==> config.mk <==
export PLATFORM = sky130hd
export DESIGN_NAME = data_bus_ctrl
export DESIGN_NICKNAME = d
export VERILOG_FILES = /design/src/rtl/data_bus_ctrl_pkg.sv /design/src/rtl/data_bus_ctrl_byte_lane_unit.sv /design/src/rtl/data_bus_ctrl.sv
export SDC_FILE = /design/constraint.sdc
export NUM_CORES = 1
export LEC_CHECK = 0
export BUFFER_PORTS_ARGS = -buffer_cell sky130_fd_sc_hd__buf_2
export CAP_MARGIN = 40
export CORE_MARGIN = 3
export CORE_UTILIZATION = 45
export CTS_CLUSTER_SIZE = 10
export DETAILED_ROUTE_END_ITERATION = 8
export PLACE_DENSITY = 0.89
export SLEW_MARGIN = 20
export SYNTH_ARGS = -nofsm -noshare
export SYNTH_HDL_FRONTEND = slang
export SYNTH_HIERARCHICAL = 1
export SYNTH_SLANG_ARGS = --single-unit
==> constraint.sdc <==
create_clock -name i_clk -period 2.3 [get_ports i_clk]
set_clock_uncertainty 0.05 [all_clocks]
set_input_delay 0.115 -clock i_clk [delete_from_list [all_inputs] [get_ports i_clk]]
set_output_delay 0.115 -clock i_clk [all_outputs]
set_load 0.01 [all_outputs]
==> src/rtl/data_bus_ctrl_pkg.sv <==
// Shared constants for the CPU core: opcodes, branch conditions, data-bus FSM
// states and byte-lane selectors.
// Latency: n/a (declarations only). Backpressure: n/a.
package data_bus_ctrl_pkg;

  // Opcode and branch-condition encodings used by the decoder.
  localparam logic [3:0] OP_ALU  = 4'h0;
  localparam logic [3:0] OP_LW   = 4'h8;
  localparam logic [3:0] OP_LB   = 4'h9;
  localparam logic [3:0] OP_SW   = 4'hA;
  localparam logic [3:0] OP_SB   = 4'hB;
  localparam logic [3:0] OP_BR   = 4'hC;

  localparam logic [1:0] BR_EQ   = 2'd0;
  localparam logic [1:0] BR_NE   = 2'd1;
  localparam logic [1:0] BR_LT   = 2'd2;
  localparam logic [1:0] BR_AL   = 2'd3;

  // Data-bus responder states.
  typedef enum logic [1:0] {
    ST_IDLE     = 2'd0,
    ST_RAM_RD   = 2'd1,
    ST_PER_WAIT = 2'd2,
    ST_DONE     = 2'd3
  } bus_state_t;

  // Big-endian lane select taken from addr[0].
  localparam logic LANE_HI = 1'b0;  // bits [15:8]
  localparam logic LANE_LO = 1'b1;  // bits [7:0]

endpackage

==> src/rtl/data_bus_ctrl_byte_lane_unit.sv <==
// Byte-lane steering: store replication/enables and load byte select/zero-extend.
// Latency: combinational. Backpressure: none, pure function of its inputs.
// Ports: st_* = store-side request -> st_data/st_be; ld_* = load-side raw word -> ld_data.
module byte_lane_unit
  import data_bus_ctrl_pkg::*;
(
  input  logic        st_byte,
  input  logic        st_lane,
  input  logic [15:0] st_wdata,
  output logic [15:0] st_data,
  output logic [1:0]  st_be,
  input  logic        ld_byte,
  input  logic        ld_lane,
  input  logic [15:0] ld_raw,
  output logic [15:0] ld_data
);

  always_comb begin
    st_data = st_wdata;
    st_be   = 2'b11;
    if (st_byte) begin
      // Byte stores drive the byte on both lanes; only the enable selects.
      st_data = {st_wdata[7:0], st_wdata[7:0]};
      st_be   = (st_lane == LANE_HI) ? 2'b10 : 2'b01;
    end
  end

  always_comb begin
    ld_data = ld_raw;
    if (ld_byte) begin
      ld_data = (ld_lane == LANE_HI) ? {8'h00, ld_raw[15:8]} : {8'h00, ld_raw[7:0]};
    end
  end

endmodule

==> src/rtl/data_bus_ctrl.sv <==
// CPU data-memory responder: routes lw/lb/sw/sb to sync RAM or peripheral bus.
// Latency: RAM store 0, RAM load 1, peripheral ack cycle + 1 (timeout TIMEOUT+1).
// Backpressure: CPU holds request until o_rdy; peripheral stalls via i_per_ack.
// Ports: i_lw/i_lb/i_sw/i_sb/i_addr/i_wdata request, o_rdy/o_rdata/o_bus_err response,
//        o_ram_* / i_ram_rdata RAM side, o_per_* / i_per_rdata / i_per_ack peripheral side.
module data_bus_ctrl
  import data_bus_ctrl_pkg::*;
#(
  parameter logic [7:0] PER_PAGE = 8'hFF,
  parameter int         TIMEOUT  = 16,
  parameter int         CNT_W    = 8
) (
  input  logic        i_clk,
  input  logic        i_rst,
  input  logic        i_lw,
  input  logic        i_lb,
  input  logic        i_sw,
  input  logic        i_sb,
  input  logic [15:0] i_addr,
  input  logic [15:0] i_wdata,
  output logic        o_rdy,
  output logic [15:0] o_rdata,
  output logic        o_bus_err,
  output logic        o_ram_en,
  output logic [1:0]  o_ram_we,
  output logic [14:0] o_ram_addr,
  output logic [15:0] o_ram_wdata,
  input  logic [15:0] i_ram_rdata,
  output logic        o_per_sel,
  output logic        o_per_we,
  output logic [1:0]  o_per_be,
  output logic [7:0]  o_per_addr,
  output logic [15:0] o_per_wdata,
  input  logic [15:0] i_per_rdata,
  input  logic        i_per_ack
);

  localparam logic [CNT_W-1:0] CNT_LAST = CNT_W'(TIMEOUT - 1);

  bus_state_t       state;
  logic [CNT_W-1:0] cnt;
  logic [15:0]      cap_data;
  logic             err_flag;
  logic             op_ld;
  logic             op_byte;
  logic             op_lane;

  // Request decode with lw > lb > sw > sb precedence.
  logic req, req_ld, req_byte, req_per;
  assign req      = i_lw | i_lb | i_sw | i_sb;
  assign req_ld   = i_lw | i_lb;
  assign req_byte = ~i_lw & (i_lb | (~i_sw & i_sb));
  assign req_per  = (i_addr[15:8] == PER_PAGE);

  // Launch only from IDLE; held-off while reset is asserted so a request the
  // CPU still presents during reset cannot leak onto either bus.
  logic launch, ram_launch, per_launch;
  assign launch     = (state == ST_IDLE) && req && !i_rst;
  assign ram_launch = launch && !req_per;
  assign per_launch = launch && req_per;

  logic [15:0] st_data, ld_data, ld_raw;
  logic [1:0]  st_be;

  assign ld_raw = (state == ST_RAM_RD) ? i_ram_rdata : cap_data;

  byte_lane_unit u_lane (
    .st_byte  (req_byte),
    .st_lane  (i_addr[0]),
    .st_wdata (i_wdata),
    .st_data  (st_data),
    .st_be    (st_be),
    .ld_byte  (op_byte),
    .ld_lane  (op_lane),
    .ld_raw   (ld_raw),
    .ld_data  (ld_data)
  );

  always_ff @(posedge i_clk or posedge i_rst) begin
    if (i_rst) begin
      state    <= ST_IDLE;
      cnt      <= '0;
      cap_data <= '0;
      err_flag <= 1'b0;
      op_ld    <= 1'b0;
      op_byte  <= 1'b0;
      op_lane  <= 1'b0;
    end else begin
      unique case (state)
        ST_IDLE: begin
          if (launch) begin
            op_ld    <= req_ld;
            op_byte  <= req_byte;
            op_lane  <= i_addr[0];
            err_flag <= 1'b0;
            cnt      <= '0;
            if (req_per) begin
              // Zero-wait peripherals may ack in the select cycle.
              if (i_per_ack) begin
                cap_data <= i_per_rdata;
                state    <= ST_DONE;
              end else begin
                state    <= ST_PER_WAIT;
              end
            end else if (req_ld) begin
              state <= ST_RAM_RD;
            end
          end
        end
        ST_RAM_RD: state <= ST_IDLE;
        ST_PER_WAIT: begin
          // Ack takes priority over a timeout landing in the same cycle.
          if (i_per_ack) begin
            cap_data <= i_per_rdata;
            state    <= ST_DONE;
          end else if (cnt == CNT_LAST) begin
            cap_data <= '0;
            err_flag <= 1'b1;
            state    <= ST_DONE;
          end else begin
            cnt <= cnt + 1'b1;
          end
        end
        ST_DONE: begin
          err_flag <= 1'b0;
          state    <= ST_IDLE;
        end
        default: state <= ST_IDLE;
      endcase
    end
  end

  // RAM side: only driven in the launch cycle.
  assign o_ram_en    = ram_launch;
  assign o_ram_we    = (ram_launch && !req_ld) ? st_be : 2'b00;
  assign o_ram_addr  = ram_launch ? i_addr[15:1] : 15'd0;
  assign o_ram_wdata = (ram_launch && !req_ld) ? st_data : 16'd0;

  // Peripheral side: request fields follow the held CPU request while selected.
  assign o_per_sel   = per_launch || (state == ST_PER_WAIT);
  assign o_per_we    = o_per_sel && !req_ld;
  assign o_per_be    = o_per_sel ? st_be : 2'b00;
  assign o_per_addr  = o_per_sel ? i_addr[7:0] : 8'd0;
  assign o_per_wdata = o_per_sel ? st_data : 16'd0;

  // Response.
  assign o_rdy     = (ram_launch && !req_ld) || (state == ST_RAM_RD) || (state == ST_DONE);
  assign o_rdata   = ((state == ST_RAM_RD) || ((state == ST_DONE) && op_ld)) ? ld_data : 16'd0;
  assign o_bus_err = (state == ST_DONE) && err_flag;

endmodule
# After elaboration in Yosys (flattened, before gate mapping)

Cells that the tools add are included.

Logic and storage cells: 87
Register bits: 30
Output and inout port bits: 80
Input port bits: 71

$add $sub $neg: 1
Bitwise operators: 8
Mux-type cells: 34
Reduce and logical (&&, ||, !) cells: 24
Eq/ne operators: 13

Operators by type and width:

| operator                                                        | count |
|---|---|
| 16-bit two-way mux                                              | 11 |
| 8-bit two-way mux                                               | 5 |
| 16-bit one-hot mux with 2 select lines                          | 1 |
| 2-bit two-way mux                                               | 9 |
| 8-bit one-hot mux with 2 select lines                           | 1 |
| 15-bit two-way mux                                              | 1 |
| 2-bit inequality test, second input constant                    | 6 |
| 8-bit by 1-bit adder with 8-bit output, second input constant   | 1 |
| 8-bit by 4-bit == test with 1-bit output, second input constant | 1 |
| 8-bit == test, second input constant                            | 1 |
| 1-bit logical AND                                               | 8 |
| 4-bit AND reduction                                             | 2 |
| 3-bit inequality test, second input constant                    | 2 |
| 2-bit one-hot mux with 3 select lines                           | 1 |
| 5-bit AND reduction                                             | 1 |
| 2-bit == test, second input constant                            | 2 |
| 1-bit logical OR                                                | 4 |
| 1-bit two-way mux                                               | 4 |
| 1-bit OR                                                        | 4 |
| 1-bit zero test                                                 | 3 |
| 1-bit one-hot mux with 3 select lines                           | 1 |
| 3-bit AND reduction                                             | 1 |
| 3-bit nonzero test                                              | 1 |
| 1-bit bitwise AND                                               | 2 |
| other kinds (6)                                                 | 7 |

# Longest topological paths before layout

Gate-level depths: netlist of the first run.

Word-level depth: 9
Depth in mapped cells: 7
Depth with buffers taken out: 5

# Modules after synthesis

Netlist of the first run, hierarchy kept.

By module, submodules not included:

| module         | seq. area each (um^2) | area each (um^2) | instances | cells each |
|---|---|---|---|---|
| data_bus_ctrl  | 750.7                 | 2224.6           | 1         | 282 |
| byte_lane_unit | 0.0                   | 362.8            | 1         | 37 |

# Worst setup path after synthesis of the first run

OpenSTA, ideal clock, no wires.

Path kind: reg2out
Start point: reg state[0]
End point: out o_rdata[7]
Arrival time: 1.712 ns
Slack: 0.423 ns
Path buffers: 2
Data required time: 2.135 ns
Cell stages (with the launch flop): 7
Cell sequence: dfrtp_1 -> clkbuf_1 -> nor2b_1 -> clkbuf_1 -> o21ai_0 -> mux2_4 -> and2_1

Longest elaborated chain between the ends: 5
Elaborated cells on any way between the ends: 8
Those cells by class: 2 x eq/ne; 4 x mux; 2 x reduce/logical

RTL lines:

| element                                  | RTL line                           | RTL |
|---|---|---|
| start, declared                          | data_bus_ctrl.sv:40                | `bus_state_t state;` |
| start signal, assigned                   | data_bus_ctrl.sv:81                | `state <= ST_IDLE;` |
| start signal, assigned                   | data_bus_ctrl.sv:101               | `state <= ST_DONE;` |
| start signal, assigned                   | data_bus_ctrl.sv:103               | `state <= ST_PER_WAIT;` |
| 2-bit by 1-bit == test with 1-bit output | data_bus_ctrl.sv:65                | `assign ld_raw = (state == ST_RAM_RD) ? i_ram_rdata : cap_data;` |
| 16-bit two-way mux                       | data_bus_ctrl.sv:65                |  |
| named net ld_raw[15]                     | data_bus_ctrl.sv:62                | `logic [15:0] st_data, ld_data, ld_raw;` |
| 8-bit two-way mux                        | data_bus_ctrl_byte_lane_unit.sv:31 | `ld_data = (ld_lane == LANE_HI) ? {8'h00, ld_raw[15:8]} : {8'h00, ld_raw[7:0]};` |
| 16-bit two-way mux                       | data_bus_ctrl_byte_lane_unit.sv:30 | `if (ld_byte) begin` |
| named net ld_data[7]                     | data_bus_ctrl.sv:62                |  |
| 16-bit two-way mux                       | data_bus_ctrl.sv:148               | `assign o_rdata = ((state == ST_RAM_RD) \|\| ((state == ST_DONE) && op_ld)) ? ld_data : 16'd0;` |
| end, declared                            | data_bus_ctrl.sv:22                | `output logic [15:0] o_rdata,` |

The timed path passes the listed nets, and every way through them passes these cells.

# Final worst setup path of the first run

Start point: reg state[1]
End point: out o_rdata[0]

The elaborated chain is that of the path after synthesis.

==> results of run 1 <==
## critical path: cells and delay by family, from the launching register on
kind,cells,cell delay (ns)
buffers and inverters,3,0.59
DFF,1,0.41
and+or+nand+nor,2,0.24
muxes,1,0.29
AOI/OAI and AO/OA,1,0.17
## per-layer routing
metal  track usage  part of all wire
met1        0.2580              0.38
met2        0.4321              0.55
met3       0.04057             0.048
met4       0.07641             0.022
met5             0                 0
## power groups by stage
stage / Sequential [uW] / Clock (uW) / Combinational [uW]
floorplan: 571 / 0 / 270
global placement: 577 / 0 / 405
detailed placement: 578 / 0 / 419
CTS: 568 / 442 / 421
global route: 571 / 468 / 467
finish: 569 / 436 / 421
## area by class of cell
type / count / area [sq um]
multi-input combinational: 240 / 1597
timing repair buffer: 163 / 850.8
fill: 438 / 1872
tap: 70 / 87.58
clock buffer: 6 / 82.58
inverter: 22 / 82.58
clock inverter: 2 / 12.51
sequential: 30 / 750.7
## placed cells by master, fill, tap and decap left out, types with 2 or more instances in the layout
cell type,synthesis,layout
nor2b_1,4,3
buf_4,8,12
mux2_4,8,8
nor3_1,2,2
nand4_1,2,2
clkbuf_8,0,6
and2_1,76,76
and2b_1,8,8
inv_1,22,22
a21oi_1,3,3
mux2_2,10,10
o31ai_1,2,2
nor2_1,6,6
o211ai_1,4,4
buf_2,4,150
o21ai_0,21,21
nor3_2,2,2
dfrtp_1,30,30
a31oi_1,2,2
nand2_1,46,46
or2_2,2,2
nand2b_1,3,3
mux2i_1,19,19
nand3_1,5,5
nor4_1,2,2
## cell families (layout without fill, tap and decap cells)
family / Yosys count / in the layout / share of synthesized area
buffers and inverters: 49 / 193 / 0.09671
and+or+nand+nor: 165 / 165 / 0.3593
xor gates and xnor gates: 1 / 1 / 0.003386
DFF: 30 / 30 / 0.2901
AOI/OAI and AO/OA: 36 / 36 / 0.08220
muxes: 37 / 37 / 0.1634
adders and majority gates: 1 / 1 / 0.004835
## per-stage QoR
stage | util | cells
6_report | 0.6492 | 533
5_1_grt | 0.6492 | 533
4_1_cts | 0.6477 | 533
3_5_place_dp | 0.6280 | 524
3_3_place_gp | 0.6280 | 524
2_1_floorplan | - | 319
## sequential cells by signal, summed over array words and instances (netlist names)
register  cells
err_flag      1
op_lane       1
state         2
op_byte       1
cnt           8
cap_data     16
op_ld         1
## worst paths after layout
path	cells after the start	end	startpoint	slack, ns
worst min-delay path	3	cap_data[2]	i_per_rdata[2]	0.02
max in group asynchronous	4	cap_data[15]	i_rst	1.45
min in group asynchronous	4	op_lane	i_rst	0.46
worst min register to register	1	cnt[7]	cnt[7]	0.43
worst max-delay path	7	o_rdata[0]	state[1]	0.16
worst max register to register	5	cap_data[9]	cnt[4]	0.33
## what timing repair did
| item | in CTS | in global routing |
|---|---|---|
| buffers inserted | 0 | 0 |
| hold buffers | 1 | 0 |
| endpoints found under the hold margin | 30 | 0 |
| endpoints found under the setup margin | 0 | 27 |
| gates resized for setup | 0 | 1 |
==> impl_metrics.yaml, run 1 <==
status:
  outcome: "finished, final reports clean"
power_and_ir_drop:
  internal_power_uw: 1006
  p_leak_uw: 0.001936
  p_switching_uw: 418.7
  p_sw_frac: 0.2938
  p_total_uw: 1425
  power_density_mw_per_mm2: 411.4
  p_seq_frac: 0.399
  p_comb_frac: 0.295
  vdd_drop_max_mv: 0.2486
  clockPowerShare: 0.306
logic_synthesis:
  syn_inst: 319
  synth_area_sq_mm: 0.002587
  ys_seq_area_frac: 0.2901
  synth_nets: 391
  synth.area.top_cells: "dfrtp_1, and2_1, mux2i_1"
  ys_ff_latch: 30
  yosysTopAreaCellShare: 0.2901
  yosysWarnings: 6
  synth_edf_count: 0
  synth_common_cells: "and2_1, nand2_1, dfrtp_1, inv_1, o21ai_0"
  synthFlopType: "dfrtp_1"
  async_flop_share: 1.000
  yosysUniqueCellTypes: 40
  synth_most_common_cell: "and2_1"
  yosys.area.top_type: "dfrtp_1"
  synth.avg_cell_area_sq_um: 8.111
layout:
  drive_gt1_frac: 0.4233
  final_cell_area_sq_mm: 0.003463
  layout.nets: 534
  diodes: 0
  area_growth_pct: 33.85
setup_path:
  crit_chain: "buf_4 -> nor2b_2 -> buf_4 -> o21ai_0 -> mux2_4 -> and2_1 -> buf_2"
  worstPathArrival_ns: 1.98
  required_ns: 2.13
  criticalPathCategory: "flop to output pin"
  critPathMaxFanout: 32
  critPathSlowestCell: "dfrtp_1"
  crit_top_cell: "buf_4"
  cpPeakStageDelay_ns: 0.41
  worst_setup_path_end_kind: "output pin"
  critPathLaunchType: "flop"
cts:
  h-tree-depth: 2
  cts_tree: "yes"
  cts-root-buf: "clkbuf_8"
  cts_buffers: 5
  cts_max_path_buffers: 2
  clk_pin_slew_worst_paths_ns: 0.07
  cts_sinks: 30
  clkLatencyLatePin_ns: 0.28
timing:
  layout_setup_ws_ns: 0.1591
  finalHoldViolations: 0
  max_freq_mhz: 467.1
  setup_viol: 0
  maxSlewViolCount: 0
  tightestPinTransition_ns: 0.5826
  holdWs_ns: 0.02448
  maxSlewHeadroom: 0.6116
  finalSetupTns_ns: 0
  rsz0062_at_grt: "false"
  finalCritPeriodShare: 0.9308
  finalCriticalPeriod_ns: 2.141
floorplanning:
  start_util: 0.4850
  die_x_um: 81.83
  die_area_sq_mm: 0.006696
  row_count: 26
  core_sq_mm: 0.005335
  dieHeight_um: 81.83
  io_pins: 151
placed_design:
  dp_hpwl_um: 6073
  dpl_cell_area_sq_mm: 0.003351
  place_congestion: 0.9282
  buffer_ports.inserted: 150
  dpl_worst_slack_ns: 0.3469
global_route:
  antenna_found_initial: 0
  grt_usage: 0.2296
  grt_pass1_vias: 2578
  overflow: 0
  grt_pass1_wl_um: 11950
  grt_start_max_net_pins: 33
job:
  maxCapViolCount: 0
routing:
  drt_iter0_drc: 134
  dr_total_vias: 2630
  first_pass_iters: 4
  drc: 0
  ant_nets: 0
  routed_wl_um: 7588
  via_per_inst: 4.934
  wire_per_inst_um: 14.24
min_path:
  worstHoldPathType: "primary input to flop"
(Power assumes the default switching activity.)
==> run 2: changes to the inputs <==
==> constraint.sdc (replaced) <==
create_clock -name i_clk -period 2.3 [get_ports i_clk]
set_clock_uncertainty 0.05 [all_clocks]
set_input_delay 0.345 -clock i_clk [delete_from_list [all_inputs] [get_ports i_clk]]
set_output_delay 0.345 -clock i_clk [all_outputs]
set_load 0.01 [all_outputs]
==> run 2 against run 1 <==
Final cell count rose by 0.56%. Critical endpoint is now o_rdata[1]. Via count increased by 1.8%. Clock power is 4% lower. Utilization is 2.4 points higher. Setup slack lost 0.12 ns. Die area stayed put. Register-to-register slack worse by 0.15 ns. Largest power group unchanged.
==> impl_metrics.yaml, run 2 (synthesized netlist as in run 1, its figures left out) <==
timing:
  finalCritPeriodShare: 0.9825
  maxSlewViolCount: 0
  tightestPinTransition_ns: 0.5734
  maxSlewHeadroom: 0.6137
  finalHoldViolations: 0
  finalCriticalPeriod_ns: 2.260
  setup_viol: 0
  rsz0062_at_grt: "true"
  max_freq_mhz: 442.5
  layout_setup_ws_ns: 0.04022
routing:
  routed_wl_um: 7768
  dr_total_vias: 2678
  first_pass_iters: 4
  drt_iter0_drc: 151
  wire_per_inst_um: 14.49
  ant_nets: 0
  via_per_inst: 4.996
  drc: 0
layout:
  diodes: 0
  largest_reg_flops: 16
  utilization: 0.6731
  largest_register: "cap_data"
  area_growth_pct: 38.78
  layout.nets: 539
  final_cell_mix: "buf_2, and2_1, nand2_1"
  layout_commonest_cell: "buf_2"
  largest_registers: "cap_data x16, cnt x8, state x2"
  drive_gt1_frac: 0.4399
  final_cell_area_sq_mm: 0.003591
placed_design:
  dpl_cell_area_sq_mm: 0.003378
  dpl_worst_slack_ns: 0.003450
  dp_hpwl_um: 5890
  place_congestion: 0.9242
  buffer_ports.inserted: 150
power_and_ir_drop:
  p_leak_uw: 0.001988
  p_total_uw: 1441
  vdd_drop_max_mv: 0.2200
  power_density_mw_per_mm2: 401.2
floorplanning:
  die_x_um: 81.83
  row_count: 26
  start_util: 0.4850
  core_sq_mm: 0.005335
  io_pins: 151
  die_area_sq_mm: 0.006696
  dieHeight_um: 81.83
setup_path:
  crit_chain: "buf_6 -> nor2b_4 -> clkbuf_16 -> o21ai_0 -> mux2_4 -> and2_1 -> buf_2"
  critPathMaxFanout: 16
  worst_setup_path_end_kind: "output pin"
  criticalPathCategory: "flop to output pin"
  worstPathArrival_ns: 1.86
  critPathLaunchType: "flop"
  required_ns: 1.90
  cpPeakStageDelay_ns: 0.41
  critPathSlowestCell: "dfrtp_1"
cts:
  cts_sinks: 30
  clk_pin_slew_worst_paths_ns: 0.06
  cts-root-buf: "clkbuf_8"
  cts_tree: "yes"
  cts_buffers: 5
  clkLatencyLatePin_ns: 0.28
  h-tree-depth: 2
  cts_max_path_buffers: 2
job:
  maxCapViolCount: 0
global_route:
  grt_pass1_wl_um: 11520
  grt_pass1_vias: 2532
  grt_start_max_net_pins: 33
  overflow: 0
  antenna_found_initial: 0
  grt_usage: 0.2199
min_path:
  worstHoldPathType: "primary input to asynchronous set/reset pin"
status:
  outcome: "finished, final reports clean"
[run 2: cell types whose count changed in the layout (fill, tap and decap cells not counted), sizes merged]
cell,delta
clkinv,-1
clkinvlp,-1
dlygate4sd3,-1
buf,+4
clkbuf,+2
[run 2: final cells by class]
type                    instances  area, sq um
multi-input cells             240         1625
fillers                       423         1744
repair buffers                168        962.2
clock buffers                   6        82.58
inverters                      22        82.58
well taps                      70        87.58
flip-flops and latches         30        750.7
[run 2: timing repair]
action	in CTS	in global routing
hold buffers	0	0
endpoints found under the setup margin	43	64
gates cloned	0	2
pin swaps	1	0
resized for setup	3	15
setup buffers	1	1
[run 2: worst paths after layout]
path	from	end	slack, ns	depth (start not counted)
setup / recovery	state[1]	o_rdata[1]	0.04	7
hold / removal	i_rst	cap_data[9]	0.13	3
setup reg to reg	cnt[4]	cnt[7]	0.18	4
hold reg to reg	cnt[7]	cnt[7]	0.43	1
max in group asynchronous	i_rst	cap_data[15]	1.79	3
min in group i_clk	i_per_rdata[1]	cap_data[1]	0.25	3
[run 2: worst max-delay path, delay by kind of cell, from the launching register on]
family / cells / cell delay, ns
AND/OR/NAND/NOR: 2 / 0.34
multiplexers: 1 / 0.26
buffers and inverters: 3 / 0.49
flip-flops: 1 / 0.41
AO/OA/AOI/OAI: 1 / 0.08
[run 2: layer usage]
metal | part of all wire | GRT usage
met5 | 0 | 0
met2 | 0.55 | 0.4128
met3 | 0.047 | 0.03728
met1 | 0.40 | 0.2491
met4 | 0.0068 | 0.07309
[run 2: power breakdown]
group          leakage [uW]  total [uW]  internal [uW]  switching [uW]
logic               0.00157         453            238             216
registers          0.000375         569            552            17.4
clock network     0.0000431         418            230             188
total               0.00199        1440           1020             421
[run 2: stage by stage]
stage	hold WS (ns)	std cells	TNS [ns]
final	0.1322	536	0
after CTS	0.1340	533	0
after detailed placement	0.4229	526	0
after global placement	0.4215	526	0
after floorplan	0.3858	319	0
after global routing	0.1694	536	-0.4458
==> run 3: changes to the inputs <==
==> constraint.sdc (replaced) <==
create_clock -name i_clk -period 2.3 [get_ports i_clk]
set_clock_uncertainty 0.05 [all_clocks]
set_input_delay 0.46 -clock i_clk [delete_from_list [all_inputs] [get_ports i_clk]]
set_output_delay 0.46 -clock i_clk [all_outputs]
set_load 0.01 [all_outputs]
==> run 3 against run 2 <==
The flow now finishes with violations (setup timing). Sequential share of layout area is 2.4 points lower. Critical path depth is 1 higher. Total power is 12% higher. Largest cell class unchanged.
==> impl_metrics.yaml, run 3 (synthesized netlist as in run 1, its figures left out) <==
status:
  outcome: "complete, but fails checks"
  violations: "setup timing"
routing:
  wl_met2_um: 5665
  dr.max_layer_used: "met4"
  via_per_inst: 5.577
  ant_nets: 0
  met1_length_um: 3594
  drt_iter0_drc: 340
  wl_met3_um: 832
  drc: 0
  first_pass_iters: 5
  dr_total_vias: 3112
  wire_per_inst_um: 19.19
  routed_wl_um: 10710
min_path:
  min_to: "cap_data[11]"
  holdPathStages: 3
  worstHoldPathType: "primary input to flop"
  worstHoldStart: "i_per_rdata[11]"
power_and_ir_drop:
  clockPowerShare: 0.283
  p_seq_frac: 0.355
  p_comb_frac: 0.362
  p_sw_frac: 0.3214
  internal_power_uw: 1094
  p_switching_uw: 518.3
  p_leak_uw: 0.002177
  power_density_mw_per_mm2: 396.6
  vdd_drop_max_mv: 0.2619
layout:
  final_cell_mix: "buf_2, and2_1, nand2_1"
  utilization: 0.7622
  largest_registers: "cap_data x16, cnt x8, state x2"
  seqCellArea_sq_um: 752.0
  drive_gt1_frac: 0.5524
  layout.nets: 558
  layout_commonest_cell: "buf_2"
  fillers: 328
  largest_register: "cap_data"
  multi_input_area_sq_mm: 0.001779
  largest_reg_flops: 16
  area_growth_pct: 57.16
setup_path:
  critPathMaxFanout: 8
  worstPathArrival_ns: 1.87
  worst_setup_path_end_kind: "output pin"
  reg2reg_depth: 5
  criticalPathCategory: "flop to output pin"
  critPathLaunchType: "flop"
  cpPeakStageDelay_ns: 0.46
  crit_top_cell: "buf_6"
  required_ns: 1.79
  crit_chain: "nor2b_4 -> buf_6 -> buf_16 -> nand2_1 -> o21ai_2 -> mux2_4 -> and2_4 -> buf_6"
  reg2reg_slack_ns: 0.27
  r2r-start: "cnt[5]"
  critPathSlowestCell: "dfrtp_2"
  worstReg2RegEnd: "cap_data[9]"
floorplanning:
  die_area_sq_mm: 0.006696
  row_count: 26
  io_pins: 151
  die_x_um: 81.83
  dieHeight_um: 81.83
  core_sq_mm: 0.005335
  start_util: 0.4850
job:
  maxCapViolCount: 0
global_route:
  grt_usage: 0.2709
  grt_pass1_wl_um: 14040
  grt_start_max_net_pins: 31
  overflow: 0
  grt_pass1_vias: 2916
  antenna_found_initial: 1
cts:
  cts_sinks: 30
  cts_buffers: 5
  h-tree-depth: 2
  hold_buffers: 0
  clkLatencyLatePin_ns: 0.29
  cts_max_path_buffers: 2
  cts-root-buf: "clkbuf_8"
  cts_tree: "yes"
  clk_pin_slew_worst_paths_ns: 0.08
placed_design:
  buffer_ports.inserted: 150
  place_congestion: 0.8383
  dp_hpwl_um: 6088
  dpl_worst_slack_ns: -0.1350
timing:
  maxSlewHeadroom: 0.7000
  finalCriticalPeriod_ns: 2.382
  finalCritPeriodShare: 1.036
  finalHoldViolations: 0
  rsz0062_at_grt: "true"
  layout_setup_ws_ns: -0.08215
  tightestPinTransition_ns: 0.4453
  setup_viol: 21
  max_freq_mhz: 419.8
  maxSlewViolCount: 0
-- run 3: cell count changes in the layout (fill, tap and decap cells not counted), moves of 2 or more --
cell	change
buf_6	+31
buf_2	-23
and2_1	-17
and2_4	+17
o21ai_2	+13
buf_4	+12
o21ai_0	-11
nand2_1	-8
nand2_2	+6
buf_16	+2
clkbuf_16	-2
nand2_4	+2
o21ai_1	-2
-- run 3: worst max-delay path: cells and delay by family, from the launching register on --
kind,cells,cell delay [ns]
DFF,1,0.46
muxes,1,0.27
AOI/OAI and AO/OA,1,0.07
and+or+nand+nor,3,0.38
buffers and inverters,3,0.38
-- run 3: per-stage QoR --
stage | setup TNS (ns) | hold WS [ns] | total power (uW) | instance area (sq um) | std cells
2_1_floorplan | 0 | 0.3869 | 841.3 | 2587 | 319
3_3_place_gp | -0.07996 | 0.4046 | 994.0 | 3443 | 533
3_5_place_dp | -1.637 | 0.4236 | 1011 | 3443 | 533
4_1_cts | -1.890 | 0.3744 | 1524 | 3784 | 551
5_1_grt | -4.036 | 0.3953 | 1665 | 4066 | 558
6_report | -0.6331 | 0.3606 | 1613 | 4066 | 558
-- run 3: how the worst max path moves through the flow --
| stage | start | to | slack (ns) | cells past startpoint |
|---|---|---|---|---|
| floorplan | i_lw | o_ram_addr[10] | 0.07 | 5 |
| global placement | i_lw | o_rdy | -0.08 | 7 |
| detailed placement | i_lw | o_rdy | -0.14 | 7 |
| CTS | i_lw | o_rdy | -0.09 | 7 |
| global route | i_addr[8] | o_per_addr[0] | -0.11 | 7 |
| finish | state[0] | o_rdata[5] | -0.08 | 8 |
-- run 3: timing repair --
action                     4_1_cts  5_1_grt
resized for setup               48       73
setup endpoints to repair       67       78
setup buffers                    7        6
gates cloned                     3        4
pin swaps                        0       12
-- run 3: area by class of cell --
cell class              instances  area share
diodes                          1   0.0006154
clock buffers                   7     0.02123
clock inverters                 1    0.001231
inverters                      22     0.02031
multi-input cells             240      0.4375
flip-flops and latches         30      0.1849
well taps                      70     0.02154
repair buffers                187      0.3126
-- run 3: power groups by stage --
stage | Clock (uW) | Combinational, uW | Sequential (uW)
6_report | 457 | 584 | 572
5_1_grt | 471 | 621 | 573
4_1_cts | 442 | 513 | 568
3_5_place_dp | 0 | 433 | 578
3_3_place_gp | 0 | 418 | 576
2_1_floorplan | 0 | 270 | 571
-- run 3: per-layer routing --
layer  track usage  vias to the layer above
li1              -                     1368
met1        0.3107                     1454
met2        0.4895                      229
met3       0.04496                       61
met4        0.1213                        0
met5             0                        -
